[config.mk]
export PLATFORM = sky130hd
export DESIGN_NAME = ps2_key_tracker
export DESIGN_NICKNAME = d
export VERILOG_FILES = /design/src/rtl/ps2_key_tracker_pkg.sv /design/src/rtl/ps2_key_tracker_axis_stepper.sv /design/src/rtl/ps2_key_tracker.sv
export SDC_FILE = /design/constraint.sdc
export NUM_CORES = 1
export LEC_CHECK = 0
export ABC_AREA = 0
export BUFFER_PORTS_ARGS = -buffer_cell sky130_fd_sc_hd__buf_2
export CORE_MARGIN = 4
export CORE_UTILIZATION = 30
export CTS_CLUSTER_DIAMETER = 50
export DETAILED_ROUTE_END_ITERATION = 10
export GPL_TIMING_DRIVEN = 0
export HOLD_SLACK_MARGIN = 0.08
export PLACE_DENSITY = 0.51
export SLEW_MARGIN = 30
export SYNTH_ARGS = -nofsm -noshare
export SYNTH_HDL_FRONTEND = slang
export SYNTH_HIERARCHICAL = 1
export SYNTH_SLANG_ARGS = --single-unit
export TNS_END_PERCENT = 30
[constraint.sdc]
create_clock -name clk -period 4.9 [get_ports clk]
set_input_delay 0.245 -clock clk [delete_from_list [all_inputs] [get_ports clk]]
set_output_delay 0.245 -clock clk [all_outputs]
set_load 0.02 [all_outputs]
[src/rtl/ps2_key_tracker_pkg.sv]
// Shared PS/2 set-2 scan codes, key indices, decoder states and the key lookup helper
// used by the direction-key tracker.
package ps2_key_tracker_pkg;

  localparam logic [7:0] CODE_E0         = 8'hE0;
  localparam logic [7:0] CODE_F0         = 8'hF0;
  localparam logic [7:0] CODE_UP         = 8'h1D;
  localparam logic [7:0] CODE_DOWN       = 8'h1B;
  localparam logic [7:0] CODE_LEFT       = 8'h1C;
  localparam logic [7:0] CODE_RIGHT      = 8'h23;
  localparam logic [7:0] CODE_EXT_UP     = 8'h75;
  localparam logic [7:0] CODE_EXT_DOWN   = 8'h72;
  localparam logic [7:0] CODE_EXT_LEFT   = 8'h6B;
  localparam logic [7:0] CODE_EXT_RIGHT  = 8'h74;

  localparam logic [1:0] KEY_UP    = 2'd0;
  localparam logic [1:0] KEY_DOWN  = 2'd1;
  localparam logic [1:0] KEY_LEFT  = 2'd2;
  localparam logic [1:0] KEY_RIGHT = 2'd3;

  typedef enum logic [1:0] {
    S_IDLE,
    S_EXT,
    S_BRK,
    S_EXTBRK
  } decodeState_t;

  typedef struct packed {
    logic       hit;
    logic [1:0] idx;
  } keyHit_t;

  // Extended and plain tables are disjoint on purpose: E0 1D must not map to up.
  function automatic keyHit_t decodeKey(input logic [7:0] code, input logic ext);
    keyHit_t r;
    r.hit = 1'b1;
    r.idx = KEY_UP;
    if (ext) begin
      case (code)
        CODE_EXT_UP:    r.idx = KEY_UP;
        CODE_EXT_DOWN:  r.idx = KEY_DOWN;
        CODE_EXT_LEFT:  r.idx = KEY_LEFT;
        CODE_EXT_RIGHT: r.idx = KEY_RIGHT;
        default:        r.hit = 1'b0;
      endcase
    end else begin
      case (code)
        CODE_UP:    r.idx = KEY_UP;
        CODE_DOWN:  r.idx = KEY_DOWN;
        CODE_LEFT:  r.idx = KEY_LEFT;
        CODE_RIGHT: r.idx = KEY_RIGHT;
        default:    r.hit = 1'b0;
      endcase
    end
    return r;
  endfunction

endpackage

[src/rtl/ps2_key_tracker_axis_stepper.sv]
// One sprite axis: on each tick moves pos by STEP toward inc or dec, clamped to 0..MAX.
module axis_stepper #(
  parameter int STEP = 4,
  parameter int MAX  = 589,
  parameter int INIT = 0
) (
  input  logic       clk,
  input  logic       reset,
  input  logic       tick,
  input  logic       dec,
  input  logic       inc,
  output logic [9:0] pos
);

  localparam logic [10:0] STEP_W = 11'(STEP);
  localparam logic [10:0] MAX_W  = 11'(MAX);
  localparam logic [9:0]  MAX_P  = 10'(MAX);
  localparam logic [9:0]  INIT_P = 10'(INIT);

  logic [10:0] posW;
  logic [9:0]  posNext;

  assign posW = {1'b0, pos};

  // Comparisons run in 11 bits so neither the subtract nor the add can wrap.
  always_comb begin
    // NOTE: default assigned first so no path leaves posNext unassigned (no latch).
    posNext = pos;
    if (tick && dec && !inc) begin
      posNext = (posW < STEP_W) ? '0 : 10'(posW - STEP_W);
    end else if (tick && inc && !dec) begin
      posNext = (posW > MAX_W - STEP_W) ? MAX_P : 10'(posW + STEP_W);
    end
  end

  // NOTE: sequential state uses non-blocking assignment so every flop samples pre-edge values.
  always_ff @(posedge clk) begin
    if (reset) pos <= INIT_P;
    else       pos <= posNext;
  end

endmodule

[src/rtl/ps2_key_tracker.sv]
// Decodes the PS/2 set-2 stream into held/press/release state for four direction keys
// and steps per-frame clamped sprite offsets from the held keys.
module ps2_key_tracker
  import ps2_key_tracker_pkg::*;
#(
  parameter int STEP    = 4,
  parameter int X_MAX   = 589,
  parameter int Y_MAX   = 429,
  parameter int X_INIT  = 0,
  parameter int Y_INIT  = 0,
  parameter int TIMEOUT = 2000000
) (
  input  logic       clk,
  input  logic       reset,
  input  logic       scanValid,
  input  logic [7:0] scanData,
  input  logic       frameTick,
  output logic [3:0] keyHeld,
  output logic [3:0] keyPress,
  output logic [3:0] keyRelease,
  output logic [9:0] xOffset,
  output logic [9:0] yOffset,
  output logic [7:0] lastCode
);

  localparam int            TW         = $clog2(TIMEOUT + 1);
  localparam logic [TW-1:0] TIMER_LAST = TW'(TIMEOUT - 1);

  decodeState_t  state, stateNext;
  logic [TW-1:0] timer;
  logic          frameTickQ;
  logic          frameEdge;
  keyHit_t       hit;
  logic          makeEn, breakEn, codeDone;

  assign frameEdge = frameTick & ~frameTickQ;

  always_ff @(posedge clk) begin
    if (reset) state <= S_IDLE;
    else       state <= stateNext;
  end

  // A byte always wins over an expiring timer; repeated prefixes keep the pending state.
  always_comb begin
    stateNext = state;
    makeEn    = 1'b0;
    breakEn   = 1'b0;
    codeDone  = 1'b0;
    hit       = decodeKey(scanData, (state == S_EXT) || (state == S_EXTBRK));
    if (scanValid) begin
      if (scanData == CODE_E0) begin
        if (state == S_IDLE) stateNext = S_EXT;
      end else if (scanData == CODE_F0) begin
        if (state == S_IDLE)     stateNext = S_BRK;
        else if (state == S_EXT) stateNext = S_EXTBRK;
      end else begin
        codeDone  = 1'b1;
        stateNext = S_IDLE;
        makeEn    = hit.hit && ((state == S_IDLE) || (state == S_EXT));
        breakEn   = hit.hit && ((state == S_BRK)  || (state == S_EXTBRK));
      end
    end else if (state != S_IDLE && timer >= TIMER_LAST) begin
      stateNext = S_IDLE;
    end
  end

  always_ff @(posedge clk) begin
    if (reset || scanValid || stateNext == S_IDLE) timer <= '0;
    else                                           timer <= timer + 1'b1;
  end

  always_ff @(posedge clk) begin
    if (reset) begin
      keyHeld    <= '0;
      keyPress   <= '0;
      keyRelease <= '0;
      lastCode   <= '0;
      frameTickQ <= 1'b0;
    end else begin
      keyPress   <= '0;
      keyRelease <= '0;
      frameTickQ <= frameTick;
      if (makeEn) begin
        keyHeld[hit.idx]  <= 1'b1;
        keyPress[hit.idx] <= ~keyHeld[hit.idx];
      end
      if (breakEn) begin
        keyHeld[hit.idx]    <= 1'b0;
        keyRelease[hit.idx] <= keyHeld[hit.idx];
      end
      if (codeDone) lastCode <= scanData;
    end
  end

  // Steppers see keyHeld before this edge's key update, so motion lags a make by one frame.
  axis_stepper #(.STEP(STEP), .MAX(X_MAX), .INIT(X_INIT)) xStep (
    .clk   (clk),
    .reset (reset),
    .tick  (frameEdge),
    .dec   (keyHeld[KEY_LEFT]),
    .inc   (keyHeld[KEY_RIGHT]),
    .pos   (xOffset)
  );

  axis_stepper #(.STEP(STEP), .MAX(Y_MAX), .INIT(Y_INIT)) yStep (
    .clk   (clk),
    .reset (reset),
    .tick  (frameEdge),
    .dec   (keyHeld[KEY_UP]),
    .inc   (keyHeld[KEY_DOWN]),
    .pos   (yOffset)
  );

endmodule

Yosys cells after proc, flatten, opt, wreduce, memory -nomap -nowiden. Cells that the tools add are included.

Input port bits: 12. Word-level logic and storage cells: 110. Bits in registers: 64. Output and inout port bits: 40.

Bitwise gates (word level): 10. Reductions and logical operators: 30. Order comparisons: 7. $add $sub $neg: 5. Equal/unequal tests: 13. Muxes and demuxes: 36.

Operator list (count): 10-bit two-way mux (8); 8-bit by 7-bit == test with 1-bit output, second input constant (4); 8-bit by 5-bit == test with 1-bit output, second input constant (3); 21-bit by 1-bit adder with 21-bit output, second input constant (1); 21-bit >= comparator, second input constant (1); 10-bit by 3-bit adder with 10-bit output, second input constant (2); 10-bit by 3-bit < comparator with 1-bit output, second input constant (2); 10-bit by 3-bit subtractor with 10-bit output, second input constant (2); 8-bit == test, second input constant (2); 2-bit two-way mux (7); 1-bit two-way mux (13); 4-bit bitwise AND (3); 1-bit logical AND (12); 4-bit two-way mux (3); 2-bit case mux with 3 select lines (2); 10-bit greater-than comparator, second input constant (1); 10-bit by 9-bit greater-than comparator with 1-bit output, second input constant (1); 8-bit by 6-bit == test with 1-bit output, second input constant (1); 4-bit OR reduction (2); 2-bit nonzero test (3); 1-bit logical OR (5); 2-bit == test, second input constant (2); 1-bit zero test (4); 2-bit zero test (2); 11 further kinds (15).

Logic depth before layout (Yosys ltp). Gate-level depths: netlist of the first run.

Depth in word-level cells: 13. Depth in mapped cells: 7. Depth with buffers taken out: 7.

Cells and area by module. The synthesis of the first run kept the hierarchy.

Modules (own cells, without submodules): ps2_key_tracker (area each 2029.4 sq um, cells an instance 228, seq. area each 880.8 sq um, times used 1); axis_stepper at yStep (area each 865.8 sq um, cells an instance 100, seq. area each 180.2 sq um, times used 1); axis_stepper at xStep (area each 813.3 sq um, cells an instance 104, seq. area each 180.2 sq um, times used 1).

Least setup slack after synthesis of the first run. OpenSTA, ideal clock, no wires.

Path type: input port to flip-flop. Start point: in scanData[4]. End point: reg keyHeld[0]. Library setup time: 72 ps. Cell stages on the path: 6. Path slack: 2935 ps. Buffers on the path: 1. Data required time: 4828 ps. Arrival time: 1893 ps. Cells stage by stage: buf_4 > or3b_2 > a2111o_1 > a2111oi_4 > nand4_1 > a2bb2oi_1.

Word-level cells in the longest chain between the ends: 12. Elaborated cells between the ends (all ways): 36. Those cells by class: 2 x order compare; 10 x eq/ne; 16 x mux; 3 x bitwise; 5 x reduce/logical.

RTL lines: from (decl) (RTL line ps2_key_tracker.sv:16) `input logic [7:0] scanData,`; 8-bit by 6-bit == test with 1-bit output (tied with other cells) (RTL line ps2_key_tracker_pkg.sv:47) `case (code)`; 2-bit case mux with 3 select lines (tied with other cells) (RTL line ps2_key_tracker_pkg.sv:47); 3-bit two-way mux (tied with other cells) (RTL line ps2_key_tracker_pkg.sv:38) `if (ext) begin`; 2-bit by 3-bit < comparator with 1-bit output (not written as such) (tied with other cells) (RTL line ps2_key_tracker.sv:84, ps2_key_tracker.sv:88); 1-bit logical AND (on tied branches) (RTL line ps2_key_tracker.sv:84, ps2_key_tracker.sv:88, ps2_key_tracker.sv:59); 1-bit two-way mux (on tied branches) (RTL line ps2_key_tracker.sv:84, ps2_key_tracker.sv:88, ps2_key_tracker.sv:53); 1-bit demux with 2-bit select or 1-bit two-way mux (tied branches) (RTL line ps2_key_tracker.sv:84, ps2_key_tracker.sv:88, ps2_key_tracker.sv:51); 4-bit OR (no line) or 1-bit two-way mux (tied branches); 4-bit two-way mux (RTL line ps2_key_tracker.sv:83) `if (makeEn) begin`; 4-bit two-way mux (RTL line ps2_key_tracker.sv:73) `if (reset) begin`; 4-bit bitwise AND (no line); 4-bit two-way mux (*) (RTL line ps2_key_tracker.sv:87) `if (breakEn) begin`; to (signal assigned) (RTL line ps2_key_tracker.sv:74) `keyHeld <= '0;`; to (signal, indexed assignment) (RTL line ps2_key_tracker.sv:84) `keyHeld[hit.idx] <= 1'b1;`; to (signal, indexed assignment) (RTL line ps2_key_tracker.sv:88) `keyHeld[hit.idx] <= 1'b0;`; to (decl) (RTL line ps2_key_tracker.sv:18) `output logic [3:0] keyHeld,`.

Mark *: on every way between the ends. The rest lies on a longest branch, timed or not. The select of a mux whose other input is x is not followed. A chain may end at the register's enable or synchronous reset.

Final worst setup path of the first run.
Start point: reg yStep.pos[2]. End point: reg yStep.pos[7].

Word-level cells in the longest chain between the ends: 4. Elaborated cells between the ends (all ways): 8. Those cells by class: 2 x add/sub; 2 x order compare; 4 x mux.

RTL lines: from (decl) (RTL line ps2_key_tracker_axis_stepper.sv:12) `output logic [9:0] pos`; from (signal assigned) (RTL line ps2_key_tracker_axis_stepper.sv:39) `else pos <= posNext;`; 10-bit by 3-bit adder with 10-bit output or 10-bit by 9-bit greater-than comparator with 1-bit output (tied branches) (RTL line ps2_key_tracker_axis_stepper.sv:32) `posNext = (posW > MAX_W - STEP_W) ? MAX_P : 10'(posW + STEP_W);`; 10-bit two-way mux (RTL line ps2_key_tracker_axis_stepper.sv:32); 10-bit two-way mux (RTL line ps2_key_tracker_axis_stepper.sv:31) `end else if (tick && inc && !dec) begin`; 10-bit two-way mux (*) (RTL line ps2_key_tracker_axis_stepper.sv:29) `if (tick && dec && !inc) begin`.

Marks and branches as above.

==> reports/metrics.cfg, run 1 <==
[drt]
drt-vias-per-instance=5.16
firstDrtPassIters=5
avgRoutedWirePerCell_um=14.3
drc=0
wl_mm=9.49
ant_nets=0
via_count=3425
initialDrtViolationCount=212

[logic_synthesis]
syn_avg_cell_area_sq_um=8.58
synth_compound_area_share_pct=21.3
synthMuxAreaShare_pct=0.540
synthArstFlopShare_pct=0
syn-instance-count=432
yosys.area_share.simple_pct=30.1
synth.distinct_cells=82
synthAdderAreaFrac_pct=2.36
synth_edf_count=0
synthXorXnorAreaFrac_pct=5.67
synthesis.yosys.warnings=6
syn_nets=451
synth_top_family_by_area=simple AND/OR/NAND/NOR gates
yosysSeqAreaShare_pct=33.5
synth_area_sq_mm=0.00371
synth-seq-cells=62
ys.flop_type=dfxtp_1

[placed_design]
globalplace.congestion=0.858
dp_hpwl_mm=6.88
port_buffers=48
dpl_cell_area_sq_mm=0.00416

[sta]
min_period_ps=2050
max_clock_freq_mhz=488
skew_ps=4.56
fin_crit_sh_pct=41.8
finalHoldViolCount=0
slew_violations=0
worst_pin_slew_ps=747
setup_viol=0
rsz0062_at_grt=no
max_slew_margin_pct=49.7
fin_setup_tns_ps=0

[pwr]
p_leak_nw=1.69
sequentialPowerShare_pct=41.8
p_int_uw=944
vdd_drop_max_v=0.000126
switching_share_pct=24.5
p_switching_uw=307
pwr-share-comb_pct=8.0
p_clk_share_pct=50.2
powerDensity_mw_per_mm2=281

[clock_network]
tritoncts=built
ctsHoldBuffers=0
htree_levels=3
insertion_delay_ps=330
cts.clk_slew.worst_paths_ps=60
root_buffer=clkbuf_16
ctsResizeCount=0
clock_sinks=62
postCtsSetupBuffers=0
cts_buffers=9
cts_buffer_depth=2

[setup_path]
slowest_stage=dfxtp_1
path_max_fanout=9
critPathLaunchType=flop
crit_required_ps=5140
max_stage_delay_ps=520
ff2ff_path_depth=6
criticalPathCategory=reg2reg
crit_chain=inv_1 > ha_1 > nor4b_1 > a21oi_1 > o21ai_1 > a311oi_2
arrival_ps=2290
end_kind=flop

[floorplanning]
rows=40
die_area_sq_mm=0.0142
initial_utilization_pct=30.7
die_x_um=119
io_pins=52
die_y_um=119
core_sq_mm=0.0121

[outcome]
status=finished clean

[grt]
grt_first_pass_wirelength_mm=15.6
grt_overflow=0
global_route.usage.met1_pct=18.2
grt_use_met2_pct=20.3
grt_max_degree=12
top_usage_layer=met2
grt_pass1_vias=3158
grt_util_met3_pct=3.37
antenna_found_initial=0
grtUsageTotal_pct=13.3

[finish]
n_antenna_cell=0
syn_to_final_growth_pct=20.0
drive_gt1_share_pct=22.4
fill_cells=1280
final_core_util_pct=36.9
stdcell_area_sq_mm=0.00445
final_nets=510

[job]
cap_viol_max_count=0

[min_path]
hold_class=in2reg
whs_path_depth=2

==> flip-flops by register name, summed over array words and instances (netlist names) <==
register    count
keyPress        4
frameTickQ      1
timer          21
yStep/pos       9
xStep/pos       9
lastCode        8
state           2
keyRelease      4
keyHeld         4
==> cell families after synthesis <==
kind of cell / Yosys count
flip-flops: 62
adder cells (fa/ha/maj): 7
AO/OA/AOI/OAI: 102
XOR/XNOR: 24
buffers and inverters: 42
other: 2
AND/OR/NAND/NOR: 191
multiplexers: 2
==> power by group through the flow <==
stage	clock (mW)	sequential [mW]	combinational [mW]
after floorplan	0	0.540	0.0612
after global placement	0	0.533	0.0987
after detailed placement	0	0.533	0.100
after CTS	0.648	0.522	0.100
after global routing	0.669	0.523	0.110
final	0.628	0.522	0.100
==> critical path: cells and delay by family (launching register included) <==
| family | cells | cell delay, ps |
|---|---|---|
| AO/OA/AOI/OAI | 3 | 830 |
| flip-flops | 1 | 520 |
| AND/OR/NAND/NOR | 1 | 190 |
| adder cells (fa/ha/maj) | 1 | 300 |
| buffers and inverters | 1 | 120 |
==> Yosys cell counts (all sizes together), types with 6 or more instances <==
cell type   n  area, sq um
nor3       14         75.1
nand2      34          128
inv        14         52.6
xor2       15          131
xnor2       9         78.8
nand4      11         68.8
o31ai       6         58.8
dfxtp      62         1240
clkbuf     11         53.8
nand3      19          100
nor4b       7         88.8
and3        6         37.5
nor2       44          165
buf        16          120
ha          7         87.6
or3b        6         57.6
a21oi      28          144
o21ai      16         91.3
nor4       10         77.6
nor2b       6         37.5
a2bb2oi     6         58.8
==> routing by layer <==
metal / share of wire [%] / up-vias
met5: 0 / -
met4: 1.1 / 0
met3: 5.6 / 12
met2: 44 / 102
met1: 49 / 1601
li1: - / 1710
==> cell type report <==
class | instances | area, sq um | share of cell area [%]
multi-input cells | 328 | 2230 | 50.2
flip-flops and latches | 62 | 1240 | 27.9
repair buffers | 48 | 240 | 5.40
clock buffers | 10 | 229 | 5.14
well taps | 168 | 210 | 4.72
plain buffers | 28 | 183 | 4.10
clock inverters | 6 | 62.6 | 1.41
inverters | 14 | 52.6 | 1.18
==> worst paths after layout <==
path                                                  end                       from  slack [ps]
worst max-delay path            yStep/pos[7]$_SDFFE_PP0P_  yStep/pos[2]$_SDFFE_PP0P_        2850
worst max register to register  yStep/pos[7]$_SDFFE_PP0P_  yStep/pos[2]$_SDFFE_PP0P_        2850
worst min-delay path                frameTickQ$_SDFF_PP0_                  frameTick         170
worst min register to register   lastCode[3]$_SDFFE_PP0P_   lastCode[3]$_SDFFE_PP0P_         450
==> cells in the final DEF, fill, tap and decap left out, types with 13 or more instances in the layout <==
master | Yosys | routed
a21oi_1 | 27 | 27
nor2_1 | 44 | 44
nand3_1 | 18 | 18
buf_2 | 6 | 54
nand2_1 | 34 | 34
dfxtp_1 | 62 | 62
xor2_1 | 15 | 15
o21ai_0 | 14 | 14
inv_1 | 14 | 14
nor3_1 | 13 | 13
==> per-stage QoR <==
| stage | hold slack, ps | total power [mW] | instances | worst slack [ps] |
|---|---|---|---|---|
| after floorplan | 373 | 0.601 | 432 | 2940 |
| after global placement | 442 | 0.632 | 648 | 2510 |
| after detailed placement | 448 | 0.633 | 648 | 2540 |
| after CTS | 163 | 1.27 | 664 | 2790 |
| after global routing | 183 | 1.30 | 664 | 2540 |
| final | 171 | 1.25 | 664 | 2850 |
(Power assumes the default switching activity.)
==> inputs of run 2 (changes only) <==
==> constraint.sdc (replaced) <==
create_clock -name clk -period 2.05 [get_ports clk]
set_input_delay 0.1025 -clock clk [delete_from_list [all_inputs] [get_ports clk]]
set_output_delay 0.1025 -clock clk [all_outputs]
set_load 0.02 [all_outputs]
==> run 2 against run 1 <==
  * Maximum frequency increased by 3.8%
  * Die area unchanged
  * Global-route usage grew 0.13 points
  * Register-to-register slack got worse by 2800 ps
  * Total power increased by 140%
  * Critical path depth grew 1
  * Non-clock buffer count is 6 higher
  * Sequential cell count did not move
  * Combinational power rose to 2.5 times the previous value
  * Sequential share of layout area shrank 0.51 points
  * Sequential power is 140% higher
  * Critical endpoint is now xStep/pos[6]$_SDFFE_PP0P_
  * Largest power group unchanged
==> reports/metrics.cfg, run 2 (synthesis results as in run 1) <==
[clock_network]
htree_levels=3
clock_sinks=62
root_buffer=clkbuf_16
cts.clk_slew.worst_paths_ps=60
cts_buffers=9
cts_buffer_depth=2
postCtsSetupBuffers=0
tritoncts=built
insertion_delay_ps=330

[finish]
stdcell_area_sq_mm=0.00454
top_regs=timer: 21 flops, xStep/pos: 9 flops, yStep/pos: 9 flops
final_cell_mix=60 x dfxtp_1, 55 x buf_2, 44 x nor2_1
final_nets=516
largest_register_ffs=21
drive_gt1_share_pct=24.1
syn_to_final_growth_pct=22.5
n_antenna_cell=0
final_common_cell=dfxtp_1
regMostFlops=timer
fill_cells=1283

[placed_design]
globalplace.congestion=0.858
dp_hpwl_mm=6.88
dpl_cell_area_sq_mm=0.00416
pre_cts_ws_ps=-168
port_buffers=48

[outcome]
status=finished clean

[floorplanning]
core_sq_mm=0.0121
die_y_um=119
initial_utilization_pct=30.7
io_pins=52
die_area_sq_mm=0.0142
rows=40
die_x_um=119

[sta]
max_clock_freq_mhz=507
fin_setup_tns_ps=0
min_period_ps=1970
rsz0062_at_grt=yes
finalHoldViolCount=0
slew_violations=0
worst_slack_ps=76.5
setup_viol=0
max_slew_margin_pct=62.2
fin_crit_sh_pct=96.3
skew_ps=4.98
worst_pin_slew_ps=566

[setup_path]
ff2ff_path_depth=7
max_stage_delay_ps=440
path_max_fanout=8
criticalPathCategory=reg2reg
cpMostUsedCell=a21oi_1
r2r-end=xStep/pos[6]$_SDFFE_PP0P_
slowest_stage=or3b_4
path_buf_inv=1
end_kind=flop
cp_top_family=simple AND/OR/NAND/NOR gates
crit_chain=inv_1 > ha_1 > or3b_4 > or3b_1 > a21oi_1 > o21ai_0 > a21oi_1
crit_required_ps=2310
arrival_ps=2230
critPathLaunchType=flop
r2r-start=xStep/pos[3]$_SDFFE_PP0P_
reg2reg_slack_ps=80

[drt]
ant_nets=0
drt-vias-per-instance=5.14
via_count=3442
firstDrtPassIters=4
avgRoutedWirePerCell_um=14.3
wl_mm=9.60
drc=0
initialDrtViolationCount=211

[pwr]
vdd_drop_max_v=0.000302
p_leak_nw=1.72
powerDensity_mw_per_mm2=660

[grt]
grt_pass1_vias=3198
grt_first_pass_wirelength_mm=15.7
antenna_found_initial=0
grt_max_degree=12
grt_overflow=0
grtUsageTotal_pct=13.5

[min_path]
min-delay-start=scanData[2]
hold_path_end=lastCode[2]$_SDFFE_PP0P_
whs_path_depth=3
hold_class=in2reg

[job]
cap_viol_max_count=0

==> run 2: changes by cell type in the layout (fill, tap and decap cells not counted), moves of 2 or more <==
cell	previous run	this run
dlygate4sd3_1	0	6
clkbuf_1	9	6
dfxtp_1	62	60
dfxtp_2	0	2
o21ai_0	14	12
o21ai_1	1	3
==> run 2: what timing repair did <==
| item | in CTS | in global routing |
|---|---|---|
| gates resized for setup | 2 | 14 |
| hold endpoints to repair | 6 | 0 |
| setup endpoints to repair | 18 | 29 |
| pin swaps | 0 | 2 |
| hold buffers | 6 | 0 |
==> run 2: worst min-delay path, cell delays in order <==
cell     delay [ps]
buf_2           150
nand2_1          70
a21oi_1          50
==> run 2: area by class of cell <==
class	count	area, sq um	area share, %
multi-input cells	328	2260	49.7
flip-flops and latches	62	1240	27.4
repair buffers	54	300	6.61
clock buffers	10	229	5.04
well taps	168	210	4.63
plain buffers	28	188	4.13
clock inverters	6	62.6	1.38
inverters	14	52.6	1.16
==> run 2: metrics by stage <==
stage          hold slack (ps)  instances  util, %  power, mW
2_1_floorplan              231        432        -       1.44
3_3_place_gp               362        648     34.5       1.51
3_5_place_dp               369        648     34.5       1.51
4_1_cts                   99.2        670     37.4       3.05
5_1_grt                    124        670     37.7       3.13
6_report                   105        670     37.7       3.00
==> run 2: report_power, final <==
group | leakage (nW) | internal [mW] | switching (mW)
logic | 1.08 | 0.103 | 0.149
registers | 0.503 | 1.23 | 0.0230
clock network | 0.134 | 0.936 | 0.564
==> run 2: how the worst max path moves through the flow <==
| stage | startpoint | to | slack [ps] | cells past startpoint |
|---|---|---|---|---|
| 3_3_place_gp | scanData[0] | keyRelease[1]$_SDFF_PP0_ | -190 | 6 |
| 5_1_grt | timer[12]$_SDFF_PP0_ | timer[8]$_SDFF_PP0_ | -80 | 6 |
| 3_5_place_dp | scanData[0] | keyRelease[1]$_SDFF_PP0_ | -170 | 6 |
| 4_1_cts | xStep/pos[2]$_SDFFE_PP0P_ | xStep/pos[6]$_SDFFE_PP0P_ | 30 | 7 |
| 2_1_floorplan | xStep/pos[2]$_SDFFE_PP0P_ | xStep/pos[7]$_SDFFE_PP0P_ | 160 | 6 |
| 6_report | xStep/pos[3]$_SDFFE_PP0P_ | xStep/pos[6]$_SDFFE_PP0P_ | 80 | 7 |
==> run 2: metal layers <==
| metal | wire length [um] | share of wire [%] | track usage, % |
|---|---|---|---|
| met4 | 92 | 0.96 | 4.92 |
| met3 | 505 | 5.3 | 3.37 |
| met2 | 4250 | 44 | 20.7 |
| met5 | 0 | 0 | 0 |
| met1 | 4750 | 50 | 18.3 |
